$ cat src/rtl/inst_dec_pkg.sv
// Shared opcode map, field positions and write-enable rule for the instruction decoder.
// Consumed by inst_dec; INST_DEC_ILLEGAL_EN users also rely on is_rsv().
package inst_dec_pkg;

  localparam logic [3:0] OP_ADD    = 4'h0;
  localparam logic [3:0] OP_SUB    = 4'h1;
  localparam logic [3:0] OP_OR     = 4'h2;
  localparam logic [3:0] OP_XOR    = 4'h3;
  localparam logic [3:0] OP_AND    = 4'h4;
  localparam logic [3:0] OP_NOT    = 4'h5;
  localparam logic [3:0] OP_READ   = 4'h6;
  localparam logic [3:0] OP_WRITE  = 4'h7;
  localparam logic [3:0] OP_LOAD   = 4'h8;
  localparam logic [3:0] OP_CMP    = 4'h9;
  localparam logic [3:0] OP_SHL    = 4'hA;
  localparam logic [3:0] OP_SHR    = 4'hB;
  localparam logic [3:0] OP_JUMP   = 4'hC;
  localparam logic [3:0] OP_JUMPEQ = 4'hD;
  localparam logic [3:0] OP_RSV_E  = 4'hE;
  localparam logic [3:0] OP_RSV_F  = 4'hF;

  localparam int OPC_HI  = 15;
  localparam int OPC_LO  = 12;
  localparam int RD_HI   = 11;
  localparam int RD_LO   = 9;
  localparam int FLAG_B  = 8;
  localparam int RA_HI   = 7;
  localparam int RA_LO   = 5;
  localparam int RB_HI   = 4;
  localparam int RB_LO   = 2;
  localparam int IMM8_HI = 7;
  localparam int IMM8_LO = 0;

  // Stores and branches are the only instructions that leave the register file alone.
  function automatic logic regwe_of(input logic [3:0] opcode);
    logic we;
    case (opcode)
      OP_WRITE, OP_JUMP, OP_JUMPEQ:                  we = 1'b0;
      OP_ADD, OP_SUB, OP_OR, OP_XOR, OP_AND, OP_NOT: we = 1'b1;
      OP_READ, OP_LOAD, OP_CMP, OP_SHL, OP_SHR:      we = 1'b1;
      OP_RSV_E, OP_RSV_F:                            we = 1'b1;
      default:                                       we = 1'b1;
    endcase
    return we;
  endfunction

  function automatic logic is_rsv(input logic [3:0] opcode);
    return (opcode == OP_RSV_E) || (opcode == OP_RSV_F);
  endfunction

endpackage

$ cat src/rtl/inst_dec.sv
// Registered 16-bit instruction decoder: field split, byte-duplicated immediate, regfile write enable.
// Optional INST_DEC_ILLEGAL_EN adds O_Illegal and suppresses O_Regwe for reserved opcodes.
module inst_dec
  import inst_dec_pkg::*;
#(
  parameter int INST_W = 16,
  parameter int SEL_W  = 3
) (
  input  logic              I_Clk,
  input  logic              I_Rst,
  input  logic              I_En,
  input  logic [INST_W-1:0] I_Inst,
  output logic [4:0]        O_Aluop,
  output logic [SEL_W-1:0]  O_SelA,
  output logic [SEL_W-1:0]  O_SelB,
  output logic [SEL_W-1:0]  O_SelD,
  output logic [INST_W-1:0] O_Imm,
`ifdef INST_DEC_ILLEGAL_EN
  output logic              O_Illegal,
`endif
  output logic              O_Regwe
);

  logic [3:0]        opcode;
  logic              flag;
  logic [7:0]        imm8;
  logic              regwe_nxt;

  assign opcode = I_Inst[OPC_HI:OPC_LO];
  assign flag   = I_Inst[FLAG_B];
  assign imm8   = I_Inst[IMM8_HI:IMM8_LO];

`ifdef INST_DEC_ILLEGAL_EN
  assign regwe_nxt = regwe_of(opcode) & ~is_rsv(opcode);
`else
  assign regwe_nxt = regwe_of(opcode);
`endif

  always_ff @(posedge I_Clk or posedge I_Rst) begin
    if (I_Rst) begin
      O_Aluop   <= '0;
      O_SelA    <= '0;
      O_SelB    <= '0;
      O_SelD    <= '0;
      O_Imm     <= '0;
      O_Regwe   <= 1'b0;
`ifdef INST_DEC_ILLEGAL_EN
      O_Illegal <= 1'b0;
`endif
    end else if (I_En) begin
      O_Aluop   <= {opcode, flag};
      O_SelD    <= I_Inst[RD_HI:RD_LO];
      O_SelA    <= I_Inst[RA_HI:RA_LO];
      O_SelB    <= I_Inst[RB_HI:RB_LO];
      // Both halves carry the byte; the consumer selects one using flag.
      O_Imm     <= {imm8, imm8};
      O_Regwe   <= regwe_nxt;
`ifdef INST_DEC_ILLEGAL_EN
      O_Illegal <= is_rsv(opcode);
`endif
    end
  end

endmodule

$ cat config.mk
export PLATFORM = sky130hd
export DESIGN_NAME = inst_dec
export DESIGN_NICKNAME = d
export VERILOG_FILES = /design/src/rtl/inst_dec_pkg.sv /design/src/rtl/inst_dec.sv
export SDC_FILE = /design/constraint.sdc
export NUM_CORES = 1
export LEC_CHECK = 0
export ABC_AREA = 1
export BUFFER_PORTS_ARGS = -buffer_cell sky130_fd_sc_hd__buf_4
export CAP_MARGIN = 20
export CORE_UTILIZATION = 44
export CTS_CLUSTER_SIZE = 14
export DETAILED_ROUTE_END_ITERATION = 7
export HOLD_SLACK_MARGIN = 0.03
export PLACE_DENSITY = 0.87
export SLEW_MARGIN = 20
export SYNTH_ARGS = -nofsm -noshare
export SYNTH_HDL_FRONTEND = slang
export SYNTH_SLANG_ARGS = --single-unit
$ cat constraint.sdc
create_clock -name I_Clk -period 1.93 [get_ports I_Clk]
set_input_delay 0.386 -clock I_Clk [delete_from_list [all_inputs] [get_ports I_Clk]]
set_output_delay 0.386 -clock I_Clk [all_outputs]
set_load 0.005 [all_outputs]
## After elaboration in Yosys (flattened, before gate mapping)

Memory sizes are Yosys's and may differ from the RTL's. A register that Yosys moved wholly into a read port is not among the register bits.
Cells that the tools add are included.
W data, S select, Z words.

| storage, ports and cells | value |
|---|---|
| flip-flop bits (word level) | 30 |
| bits in read-only memories | 16 |
| input port bits | 19 |
| output and inout bits | 31 |
| logic and storage cells | 6 |
| memories | 1 |

Memories:

| name | words | width | rd ports | clocked after memory_dff | wr ports | RTL line | RTL |
|---|---|---|---|---|---|---|---|
| (name not given) | 16 | 1 | 1 | 1 | 0 | inst_dec_pkg.sv:37 | `case (opcode)` |

## Logic depth before layout (Yosys ltp)

| depth | value |
|---|---|
| word-level depth | 0 |
| gate-level depth with buffers | 5 |
| gate-level depth less buffers | 4 |

## Worst setup path before layout

No wires, ideal clock.

| path | value |
|---|---|
| kind | reg-to-output |
| start | reg O_SelB[1] (netlist name) |
| end | out O_Imm[11] |
| data arrival time | 0.540 ns |
| data required time | 1.544 ns |
| setup slack | 1.004 ns |
| stages on the path, launching flop included | 2 |
| buffers on the path | 1 |
| cell sequence | dfrtp_1 > buf_4 |

RTL lines:

| what | RTL line | RTL |
|---|---|---|
| end: declaration | inst_dec.sv:17 | `output logic [INST_W-1:0] O_Imm,` |

## Worst setup path after layout

| path | value |
|---|---|
| start | reg O_SelA[1] |
| end | out O_SelA[1] |

RTL lines:

| what | RTL line | RTL |
|---|---|---|
| start: declaration | inst_dec.sv:14 | `output logic [SEL_W-1:0] O_SelA,` |
| start signal: assignment | inst_dec.sv:53 | `O_SelA <= I_Inst[RA_HI:RA_LO];` |

No word-level cell between the ends.

==> summary.md <==
| Metric | Value |
|---|---|
| I/O pin cnt | `50` |
| Area Growth Syn to Fin | `35.9%` |
| CTS Buf Count | `3` |
| Net count after synthesis | `110` |
| Layout cells sized above 1 | `46.5%` |
| Top sig layer | `met4` |
| Max Cap Viol | `0` |
| Slowest stage delay, CP | `0.44 ns` |
| # clock sinks | `17` |
| Clock power frac | `between 20% and 30%` |
| Drt first-iter violations | `16` |
| Initial Utilization | `47.0%` |
| Actual slew at the worst max-slew pin | `just over 0.6 ns` |
| Top delay family on crit path | `flip-flops` |
| Vias | `~660` |
| Die Height | `44.7 um` |
| Sequential-to-total area share from yosys stat | `53.0%` |
| Synthesized cell area | `802 sq um` |
| Met3 routed WL | `96 um` |
| # resized after CTS | `0` |
| Worst-path cell chain | `buf_4` |
| Final nets | `147` |
| Switching share of power | `26.8%` |
| Post-DP HPWL | `1.27 mm` |
| Clk slew on worst S/H paths | `0.10 ns` |
| Row count | `15` |
| Core Area | `1710 sq um` |
| Mapped Cells | `91` |
| Fill count | `about 150` |
| Warnings, synthesis | `0` |
| Post-Route WL | `1.59 mm` |
| Clock buffer depth | `2` |
| Crit path to | `O_SelA[1]` |
| DR WL/cell | `10.5 um` |
| DR DRC count | `0` |
| Port buffer count | `49` |
| Clock latency on the worst-skew pair | `0.29 ns` |
| Die Area | `around 2000 sq um` |
| Die W | `44.7 um` |
| CP Depth | `1` |
| Setup repair after global routing missed its margin | `false` |
| Max Clock Skew | `0 ns` |
| Sum Neg Setup Slack | `0 ns` |
| Met1 wire length | `635 um` |
| Post-synthesis average cell area | `8.81 sq um` |
| Distinct cell type count after synthesis | `10` |
| Most frequent cells in the layout | `49 x buf_4, 46 x nand2_1, 17 x dfrtp_1` |
| First-pass GRT wire length | `between 2 and 3 mm` |
| P_int | `0.573 mW` |
| Crit start category | `flop` |
| Crit-path slowest cell | `dfrtp_1` |
| Outcome | `complete, no violations` |
| Combinational power share | `22.7%` |
| Max VDD drop | `roughly 430 uV` |
| WL met2 | `847 um` |
| Vias in the first global route | `596` |
| Minimum clock period | `~1.3 ns` |
| Worst slew margin | `around 60%` |
| Hold Violations, Final | `0` |
| Setup crit start | `O_SelA[1]` |
| Initial antenna violation count | `0` |
| Max-slew violations | `0` |
| F_max | `789 MHz` |
| # hold bufs at CTS | `0` |
| CTS tree | `built` |
| Routed Antenna Nets | `0` |
| Gpl congestion | `between 0.6 and 0.7` |
| Ant. Diodes | `0` |
| Global route total overflow | `0` |
| Setup-failing EPs final | `0` |
| Fin crit share | `65.6%` |
| Root Buffer | `clkbuf_4` |
| Flop pwr share | `53.2%` |
| Psw | `0.210 mW` |
| Worst reg2reg path endpoint | `O_SelA[1]` |
| CP Max Fanout | `4` |
| Post-CTS setup buffers | `0` |
| Detailed Routing Iterations Pass 1 | `4` |
| Internal reg-to-reg setup slack | `1.27 ns` |
| Worst R2R Start | `O_SelA[1]` |
| H-tree depth | `1` |
| Leakage | `approximately 0.63 nW` |
| Worst Setup End Kind | `output port` |
| Crit path DAT | `0.88 ns` |
| Crit path kind | `reg -> out` |
| Drt via density | `4.35` |
| Commonest non-fill, non-tap cell in the layout | `buf_4` |
| Critical path required time | `about 1.5 ns` |
| Largest net degree at the start of global routing | `19` |
| Number of synthesized register bits | `17` |
| GR Util All Layers | `approximately 18%` |
| PD cells | `718 nW/um^2` |
| Final Core Density | `between 60% and 70%` |
| Worst hold path type | `in -> async` |
| Crit path buffers/inverters | `1` |
| Reg2Reg Depth | `2` |
==> synth_stat cells <==
cell | n | area [sq um]
nand2_1 | 46 | 173
dfrtp_1 | 17 | 425
buf_4 | 15 | 113
nand2_2 | 5 | 31.3
inv_1 | 2 | 7.51
nand3_1 | 2 | 10.0
buf_6 | 1 | 11.3
buf_8 | 1 | 15.0
inv_8 | 1 | 11.3
o21ai_0 | 1 | 5.00
==> state kept, by name, summed over array words and instances, names as in the netlist <==
signal / count
O_Aluop: 5
O_Imm: 4
O_Regwe: 1
O_SelB: 2
O_SelD: 3
O_SelA: 2
==> worst min-delay path by stage <==
stage	endpoint	slack (ns)	cells past startpoint
after floorplan	O_Aluop[0]	0.31	1
after global placement	O_SelD[0]	0.47	2
after detailed placement	O_SelD[1]	0.47	2
after CTS	O_SelD[0]	0.19	2
after global routing	O_SelD[0]	0.21	2
final	O_SelD[1]	0.16	2
==> per-layer routing <==
metal  global-route usage, %  vias to the layer above
met4                    7.27                        0
met1                    21.9                      295
met5                       0                        -
met2                    32.1                       29
li1                        -                      335
met3                    3.60                        2
==> layout make-up <==
cell class | count | area (sq um) | share of cell area [%]
sequential | 17 | 425 | 39.0
clock inverter | 1 | 5.00 | 0.459
clock buffer | 3 | 22.5 | 2.07
multi-input combinational | 54 | 219 | 20.1
timing repair buffer | 49 | 368 | 33.8
tap | 25 | 31.3 | 2.87
inverter | 3 | 18.8 | 1.72
==> cells by family (layout without fill, tap and decap cells) <==
logic type	Yosys count	count (layout)	share of synthesized area [%]
simple gates	53	53	26.7
buf+inv	20	56	19.7
flops	17	17	53.0
compound gates	1	1	0.623
==> power by group through the flow <==
stage,logic [mW],clock network (mW),registers (mW)
finish,0.177,0.189,0.416
global route,0.199,0.207,0.422
CTS,0.180,0.187,0.417
detailed placement,0.181,0,0.423
global placement,0.176,0,0.420
floorplan,0.0940,0,0.421
==> per-stage QoR <==
| step | total power, mW | area, sq um | hold WS, ns | instances | setup slack [ns] |
|---|---|---|---|---|---|
| after global placement | 0.596 | 1060 | 0.466 | 148 | 0.980 |
| after floorplan | 0.515 | 802 | 0.312 | 91 | 1.00 |
| after CTS | 0.785 | 1090 | 0.186 | 152 | 0.661 |
| after global routing | 0.828 | 1090 | 0.210 | 152 | 0.619 |
| after detailed placement | 0.604 | 1060 | 0.468 | 148 | 0.953 |
| final | 0.782 | 1090 | 0.159 | 152 | 0.663 |
(Power assumes the default switching activity.)
